File: src/rtl/crc8_framer_pkg.sv
// Shared definitions for the CRC-8 framer: state encoding, polynomial, CRC step.
package crc8_framer_pkg;

  localparam int unsigned BYTE_W = 8;
  localparam logic [7:0]  CRC_POLY = 8'h07;

  typedef enum logic {
    DATA = 1'b0,
    CRC  = 1'b1
  } framer_state_t;

  // One byte of MSB-first CRC-8, no reflection, no final XOR.
  function automatic logic [7:0] crc8_update(input logic [7:0] crc,
                                             input logic [7:0] data,
                                             input logic [7:0] poly);
    logic [7:0] c;
    c = crc ^ data;
    for (int i = 0; i < 8; i++) begin
      c = c[7] ? ((c << 1) ^ poly) : (c << 1);
    end
    return c;
  endfunction

endpackage

File: src/rtl/crc8_framer_if.sv
// Byte stream handshake between source, framer and sink.
interface crc8_framer_if;
  import crc8_framer_pkg::*;

  logic [BYTE_W-1:0] in_data;
  logic              in_valid;
  logic              in_last;
  logic              in_ready;
  logic [BYTE_W-1:0] out_data;
  logic              out_valid;
  logic              out_last;
  logic              out_ready;

  // Framer side
  modport slave (
    input  in_data, in_valid, in_last, out_ready,
    output in_ready, out_data, out_valid, out_last
  );

  // Source/sink side
  modport master (
    output in_data, in_valid, in_last, out_ready,
    input  in_ready, out_data, out_valid, out_last
  );
endinterface

File: src/rtl/crc8_framer_calc.sv
// Running CRC-8 register: folds in a byte on calculate, returns to zero on clear.
module crc8_calculator
  import crc8_framer_pkg::*;
#(
  parameter logic [7:0] POLY = CRC_POLY
) (
  input  logic       clock,
  input  logic       reset,
  input  logic       i_calc,
  input  logic       i_clear,
  input  logic [7:0] i_data,
  output logic [7:0] o_crc
);

  logic [7:0] r_crc;

  // CRC accumulator; reset and clear both restart from the zero init value
  always_ff @(posedge clock) begin
    if (reset || i_clear) begin
      r_crc <= 8'h00;
    end else if (i_calc) begin
      r_crc <= crc8_update(r_crc, i_data, POLY);
    end
  end

  assign o_crc = r_crc;

endmodule

File: src/rtl/crc8_framer.sv
// Passes payload bytes through unchanged and appends one CRC-8 byte per frame.
module crc8_framer
  import crc8_framer_pkg::*;
#(
  parameter int unsigned MAX_LEN = 64
) (
  input  logic              clock,
  input  logic              reset,
  crc8_framer_if.slave      bus,
  output logic              overflow,
  output logic [7:0]        frame_count
);

  localparam logic [7:0] LAST_IDX = 8'(MAX_LEN - 1);

  framer_state_t r_state;
  logic [7:0]    r_byte_cnt;
  logic [7:0]    r_frame_count;
  logic          r_overflow;

  logic          w_in_hs;
  logic          w_crc_hs;
  logic          w_at_max;
  logic [7:0]    w_crc;

  assign w_in_hs  = (r_state == DATA) && bus.in_valid && bus.out_ready;
  assign w_crc_hs = (r_state == CRC) && bus.out_ready;
  assign w_at_max = (r_byte_cnt == LAST_IDX);

  // calculate and clear come from different states, so never coincide
  crc8_calculator u_crc (
    .clock   (clock),
    .reset   (reset),
    .i_calc  (w_in_hs),
    .i_clear (w_crc_hs),
    .i_data  (bus.in_data),
    .o_crc   (w_crc)
  );

  // Output mux: zero-latency pass-through in DATA, held CRC byte in CRC
  always_comb begin
    bus.out_data  = bus.in_data;
    bus.out_valid = bus.in_valid;
    bus.out_last  = 1'b0;
    bus.in_ready  = bus.out_ready;
    if (r_state == CRC) begin
      bus.out_data  = w_crc;
      bus.out_valid = 1'b1;
      bus.out_last  = 1'b1;
      bus.in_ready  = 1'b0;
    end
  end

  // Frame state, byte counter, frame counter and sticky overflow
  always_ff @(posedge clock) begin
    if (reset) begin
      r_state       <= DATA;
      r_byte_cnt    <= 8'd0;
      r_frame_count <= 8'd0;
      r_overflow    <= 1'b0;
    end else begin
      case (r_state)
        DATA: begin
          if (w_in_hs) begin
            r_byte_cnt <= r_byte_cnt + 8'd1;
            if (bus.in_last || w_at_max) begin
              r_state <= CRC;
            end
            if (!bus.in_last && w_at_max) begin
              r_overflow <= 1'b1;
            end
          end
        end
        CRC: begin
          if (bus.out_ready) begin
            r_byte_cnt    <= 8'd0;
            r_frame_count <= r_frame_count + 8'd1;
            r_state       <= DATA;
          end
        end
        default: r_state <= DATA;
      endcase
    end
  end

  assign overflow    = r_overflow;
  assign frame_count = r_frame_count;

endmodule

File: src/flat_wrapper.sv
// flat-port wrapper written by rule: the top's interface ports become plain ports
module crc8_framer_flat import crc8_framer_pkg::*;
#(
  parameter int unsigned MAX_LEN = 64
)
  (clock, reset, overflow, frame_count, bus_in_data, bus_in_valid, bus_in_last, bus_out_ready, bus_in_ready, bus_out_data, bus_out_valid, bus_out_last);
  crc8_framer_if bus_i ();
  input  logic clock;
  input  logic reset;
  output logic overflow;
  output logic [7:0] frame_count;
  input wire logic [$bits(bus_i.in_data)-1:0] bus_in_data;
  input wire logic [$bits(bus_i.in_valid)-1:0] bus_in_valid;
  input wire logic [$bits(bus_i.in_last)-1:0] bus_in_last;
  input wire logic [$bits(bus_i.out_ready)-1:0] bus_out_ready;
  output wire logic [$bits(bus_i.in_ready)-1:0] bus_in_ready;
  output wire logic [$bits(bus_i.out_data)-1:0] bus_out_data;
  output wire logic [$bits(bus_i.out_valid)-1:0] bus_out_valid;
  output wire logic [$bits(bus_i.out_last)-1:0] bus_out_last;
  assign bus_i.in_data = bus_in_data;
  assign bus_i.in_valid = bus_in_valid;
  assign bus_i.in_last = bus_in_last;
  assign bus_i.out_ready = bus_out_ready;
  assign bus_in_ready = bus_i.in_ready;
  assign bus_out_data = bus_i.out_data;
  assign bus_out_valid = bus_i.out_valid;
  assign bus_out_last = bus_i.out_last;
  crc8_framer #(.MAX_LEN(MAX_LEN)) u_core (.clock(clock), .reset(reset), .bus(bus_i), .overflow(overflow), .frame_count(frame_count));
endmodule
File: config.mk
export PLATFORM = sky130hd
export DESIGN_NAME = crc8_framer_flat
export DESIGN_NICKNAME = d
export VERILOG_FILES = /design/src/rtl/crc8_framer_pkg.sv /design/src/rtl/crc8_framer_if.sv /design/src/rtl/crc8_framer_calc.sv /design/src/rtl/crc8_framer.sv /design/src/flat_wrapper.sv
export SDC_FILE = /design/constraint.sdc
export NUM_CORES = 1
export LEC_CHECK = 0
export ABC_AREA = 1
export BUFFER_PORTS_ARGS = -buffer_cell sky130_fd_sc_hd__buf_4
export CAP_MARGIN = 20
export CORE_MARGIN = 2
export CORE_UTILIZATION = 50
export DETAILED_ROUTE_END_ITERATION = 10
export HOLD_SLACK_MARGIN = 0.08
export PLACE_DENSITY = 0.8
export SETUP_SLACK_MARGIN = 0.4
export SYNTH_ARGS = -nofsm -noshare
export SYNTH_HDL_FRONTEND = slang
export SYNTH_SLANG_ARGS = --single-unit
File: constraint.sdc
create_clock -name clock -period 3.45 [get_ports clock]
set_clock_uncertainty 0.15 [all_clocks]
set_input_delay 0.345 -clock clock [delete_from_list [all_inputs] [get_ports clock]]
set_output_delay 0.345 -clock clock [all_outputs]
set_load 0.1 [all_outputs]
# Word-level counts from Yosys, hierarchy flattened
# Index checks and enable logic that the tools add are counted.
totals:
  in_bits: 13
  ff_bits: 26
  wordCells: 49
  output_inout_bits: 20
classes:
  reduce_logical: 10
  addsub: 2
  eq_ne: 3
  n_bitwise: 10
  n_mux: 19
ops:
  columns: ["op", "n"]
  rows:
  - ["two-way mux 3 bit", 8]
  - ["two-way mux 8 bit", 3]
  - ["NOT 3 bit", 8]
  - ["adder 8 x 1 -> 8 bit, second input constant", 2]
  - ["one-hot mux 8 bit (2 select lines)", 1]
  - ["equality test 8 x 6 -> 1 bit, second input constant", 1]
  - ["bitwise XOR 8 bit", 1]
  - ["two-way mux 1 bit", 6]
  - ["logical AND 1 bit", 4]
  - ["inequality test 2 bit, second input constant", 2]
  - ["AND reduction 2 bit", 2]
  - ["AND reduction 3 bit", 1]
  - ["logical OR 1 bit", 2]
  - ["one-hot mux 1 bit (2 select lines)", 1]
  - ["zero test 1 bit", 1]
  - ["NOT 1 bit", 1]

# Logic depth before layout (Yosys ltp)
logic_depth:
  depth_word: 17
  ltp_mapped: 11
  mapped_depth_nobuf: 11

# Cells and area by module
# From an unflattened synthesis, not the netlist that was laid out.
unflattened:
  cells_unflattened: 296
  hier_area_um2: 1740.4
by_module_without_submodules:
  columns: ["mod", "cells_each", "instances", "area_each_um2", "seq_area_each_um2"]
  rows:
  - ["crc8_framer", 171, 1, 1041.0, 360.3]
  - ["crc8_calculator", 125, 1, 699.4, 160.2]

# Worst setup path after synthesis
# Ideal clock, no wire load.
synth_timing:
  path_kind: "register to output"
  start: "register u_core.r_state"
  end: "output bus_out_data[2]"
  path_stages_with_launch: 3
  t_arrival_ns: 3.356
  setup_slack_ns: -0.401
  required_time_ns: 2.955
  n_path_buf: 0
  cell_sequence: "dfxtp_1 -> inv_2 -> o21ai_0"
synth_between:
  elab_chain_len: 1
synth_lines:
  columns: ["element", "line", "rtl"]
  rows:
  - ["start, declared", "crc8_framer.sv:16", "framer_state_t r_state;"]
  - ["start signal, assigned", "crc8_framer.sv:57", "r_state <= DATA;"]
  - ["start signal, assigned", "crc8_framer.sv:67", "r_state <= CRC;"]
  - ["start signal, assigned", "crc8_framer.sv:78", "r_state <= DATA;"]
  - ["two-way mux 8 bit", "crc8_framer.sv:46", "if (r_state == CRC) begin"]
  - ["end, declared", "flat_wrapper.sv:17", "output wire logic [$bits(bus_i.out_data)-1:0] bus_out_data;"]
# Every way passes these cells.

# Worst setup path in the final report
# Ends and elaborated chain as after synthesis.

==> impl_metrics.csv <==
group,metric,value,unit
run_status,outcome,"finished clean",
sta,max-slew-margin-rel,0.638,
global_route,grt_pass1_wl,6.28,mm
sta,setup_ws,1.26,ns
cts,cts_max_level,1,
logic_synthesis,syn_area_per_cell,6.46,µm²
detailed_routing,wirelength,3.54,mm
setup_path,start_kind,"register",
cts,clk_latency,0.32,ns
setup_path,worstPathRequired,2.95,ns
detailed_routing,drtAntennaViolNets,0,
cts,cts.sinks,26,
detailed_routing,drt-initial-drc-count,84,
cts,cts-buffers-inserted,3,
cts,root_buffer,"clkbuf_4",
logic_synthesis,yosysWarnings,0,
pwr,p_leak,0.979,nW
die,die_area,0.00388,mm²
logic_synthesis,ys_types,32,
logic_synthesis,synth-edff-count,0,
detailed_routing,via_count,1645,
sta,maxSlewViolCount,0,
logic_synthesis,ys_seq_area_frac,0.306,
logic_synthesis,synth_area,0.00170,mm²
hold_path,holdPathEnd,"u_core.overflow",
sta,finalSetupViolations,0,
setup_path,path_max_fanout,13,
placed_design,dpl-instance-area,0.00197,mm²
setup_path,timing.rr.start,"u_core.r_state",
die,core,0.00331,mm²
die,die_w,62.3,µm
die,ioPinCount,33,
setup_path,crit_chain,"inv_2 -> o21ai_1 -> buf_4",
logic_synthesis,synthCells,263,
logic_synthesis,yosys-top-cells-count,"nand2_1 (95), inv_1 (31), dfxtp_1 (26)",
cts,cts_tree,"done",
sta,hold_viol_final,0,
global_route,grt_pass1_vias,1554,
logic_synthesis,ys_ff_latch,26,
job,max_cap_viol_count,0,
sta,setup_tns,0,ns
pwr,ir_worst_vdd,0.000241,V
cells_and_area,drive_gt1_frac,0.212,
hold_path,min_path_type,"in -> reg",
logic_synthesis,async_reset_ff_frac,0,
cells_and_area,design_area,0.00204,mm²
logic_synthesis,syn_nets,278,
sta,min_period,2.19,ns
sta,worst_pin_slew,0.542,ns
detailed_routing,post_drt_wl_per_cell,10.3,µm
placed_design,io_buffers,32,
placed_design,gp_congestion,0.867,
setup_path,ff2ff_setup_slack,1.71,ns
placed_design,dp_slack,1.61,ns
setup_path,cp_slowest_cell,"dfxtp_1",
logic_synthesis,synth_ff_type,"dfxtp_1",
sta,post-route-period-util,0.636,
sta,hold_ws,0.153,ns
sta,rsz0062_at_grt,"false",
global_route,grt_max_degree,16,
setup_path,cp_num_buf_inv,2,
global_route,antenna_found_initial,0,
cells_and_area,n_antenna_cell,0,
logic_synthesis,synth_top_cells_by_area,"dfxtp_1 (31%), nand2_1 (21%), inv_1 (6.8%), a21oi_1 (5.6%), o21ai_0 (4.1%)",
die,fp-row-count,21,
detailed_routing,drt-pass1-iter-count,4,
setup_path,crit_family,"flip-flops",
setup_path,worstPathArrival,1.70,ns
detailed_routing,drt-vias-per-instance,4.80,
cts,clock_tree.buffer_depth,2,
global_route,grt.overflow.total,0,
hold_path,min_from,"bus_in_last",
logic_synthesis,netlist.area_leader.share,0.306,
setup_path,reg2reg_depth,7,
die,initial_utilization,0.513,
pwr,powerDensity,376,mW/mm²
setup_path,critPathCaptureType,"primary output",
detailed_routing,drcViolationCount,0,
cells_and_area,syn2layout_area_growth,20.2,%
global_route,grtUsageTotal,0.193,
logic_synthesis,synth_most_common_cell,"nand2_1",
hold_path,hold_depth,4,
setup_path,crit_type,"reg -> out",
setup_path,worstReg2RegEnd,"u_core.frame_count[6]",
die,die_h,62.3,µm
setup_path,max_stage_delay,0.69,ns
cts,clk_pin_slew_worst_paths,0.15,ns
sta,max_freq,456,MHz
cells_and_area,fin_nets,313,
cts,post_cts_buffers,0,
pwr,power,0.768,mW
logic_synthesis,yosysTopAreaCell,"dfxtp_1",
placed_design,dp_hpwl,2.77,mm
[timing repair]
action                    4_1_cts  5_1_grt
hold buffers                    1        1
resized for setup               0        0
hold endpoints to repair        2        1
[metrics by stage]
stage / instances / util
after detailed placement: 337 / 0.595
after floorplan: 263 / -
after CTS: 342 / 0.614
after global routing: 343 / 0.617
after global placement: 337 / 0.595
final: 343 / 0.617
[where the power goes]
part | internal, mW | total, mW | leakage [nW] | switching (mW)
Combinational | 0.0680 | 0.233 | 0.739 | 0.165
Clock | 0.117 | 0.213 | 0.0279 | 0.0952
Sequential | 0.311 | 0.323 | 0.211 | 0.0124
Total | 0.496 | 0.768 | 0.979 | 0.272
[cells by family after synthesis]
family | synth area share
compound gates | 0.150
fa+ha+maj | 0.0147
flops | 0.306
simple gates | 0.359
xor+xnor | 0.0567
buf+inv | 0.113
[worst reg2reg max path: stages, from the launching register on]
cell and delay, ns:
dfxtp_1 0.69, nand2_2 0.20, inv_4 0.17, nand3_4 0.09, nor2_4 0.11, nand3_2 0.08
o21ai_1 0.13, a21oi_1 0.05
[sequential cells by signal, summed over array words and instances, names as in the netlist]
name / cells
u_core.frame_count: 8
u_core.r_byte_cnt: 8
u_core.u_crc.o_crc: 8
u_core.overflow: 1
u_core.r_state: 1
[routing by layer]
| layer | vias up | part of all wire | wire length (µm) | global-route usage |
|---|---|---|---|---|
| met5 | - | 0 | 0 | 0 |
| met2 | 25 | 0.49 | 1750 | 0.374 |
| met1 | 724 | 0.48 | 1690 | 0.231 |
| met4 | 0 | 0.0048 | 17 | 0.0389 |
| met3 | 2 | 0.023 | 82 | 0.0163 |
| li1 | 894 | - | - | - |
[how the worst max path moves through the flow]
stage                   startpoint               to  slack [ns]  depth (start not counted)
global placement    u_core.r_state  bus_out_data[2]        1.64                          3
global route        u_core.r_state  bus_out_data[2]        1.13                          3
floorplan           u_core.r_state  bus_out_data[0]       -0.15                          2
CTS                 u_core.r_state  bus_out_data[2]        1.22                          3
detailed placement  u_core.r_state  bus_out_data[2]        1.61                          3
finish              u_core.r_state  bus_out_data[2]        1.26                          3
[placed cells by master (no fill, tap or decap), drive strengths merged, types with 3 or more instances in the layout]
cell type and count:
dfxtp 26, buf 32, inv 37, nand3 14
clkbuf 3, a21oi 20, o21ai 22, nand2 102
nor2 15, xor2 6, xnor2 5
[layout make-up]
cell class              instances  area (µm²)
clock inverters                 1        30.0
flip-flops and latches         26         520
multi-input cells             194         998
clock buffers                   3        22.5
fillers                       333        1270
repair buffers                 34         260
well taps                      46        57.6
inverters                      39         153
Power figures use the tool's default switching activity.
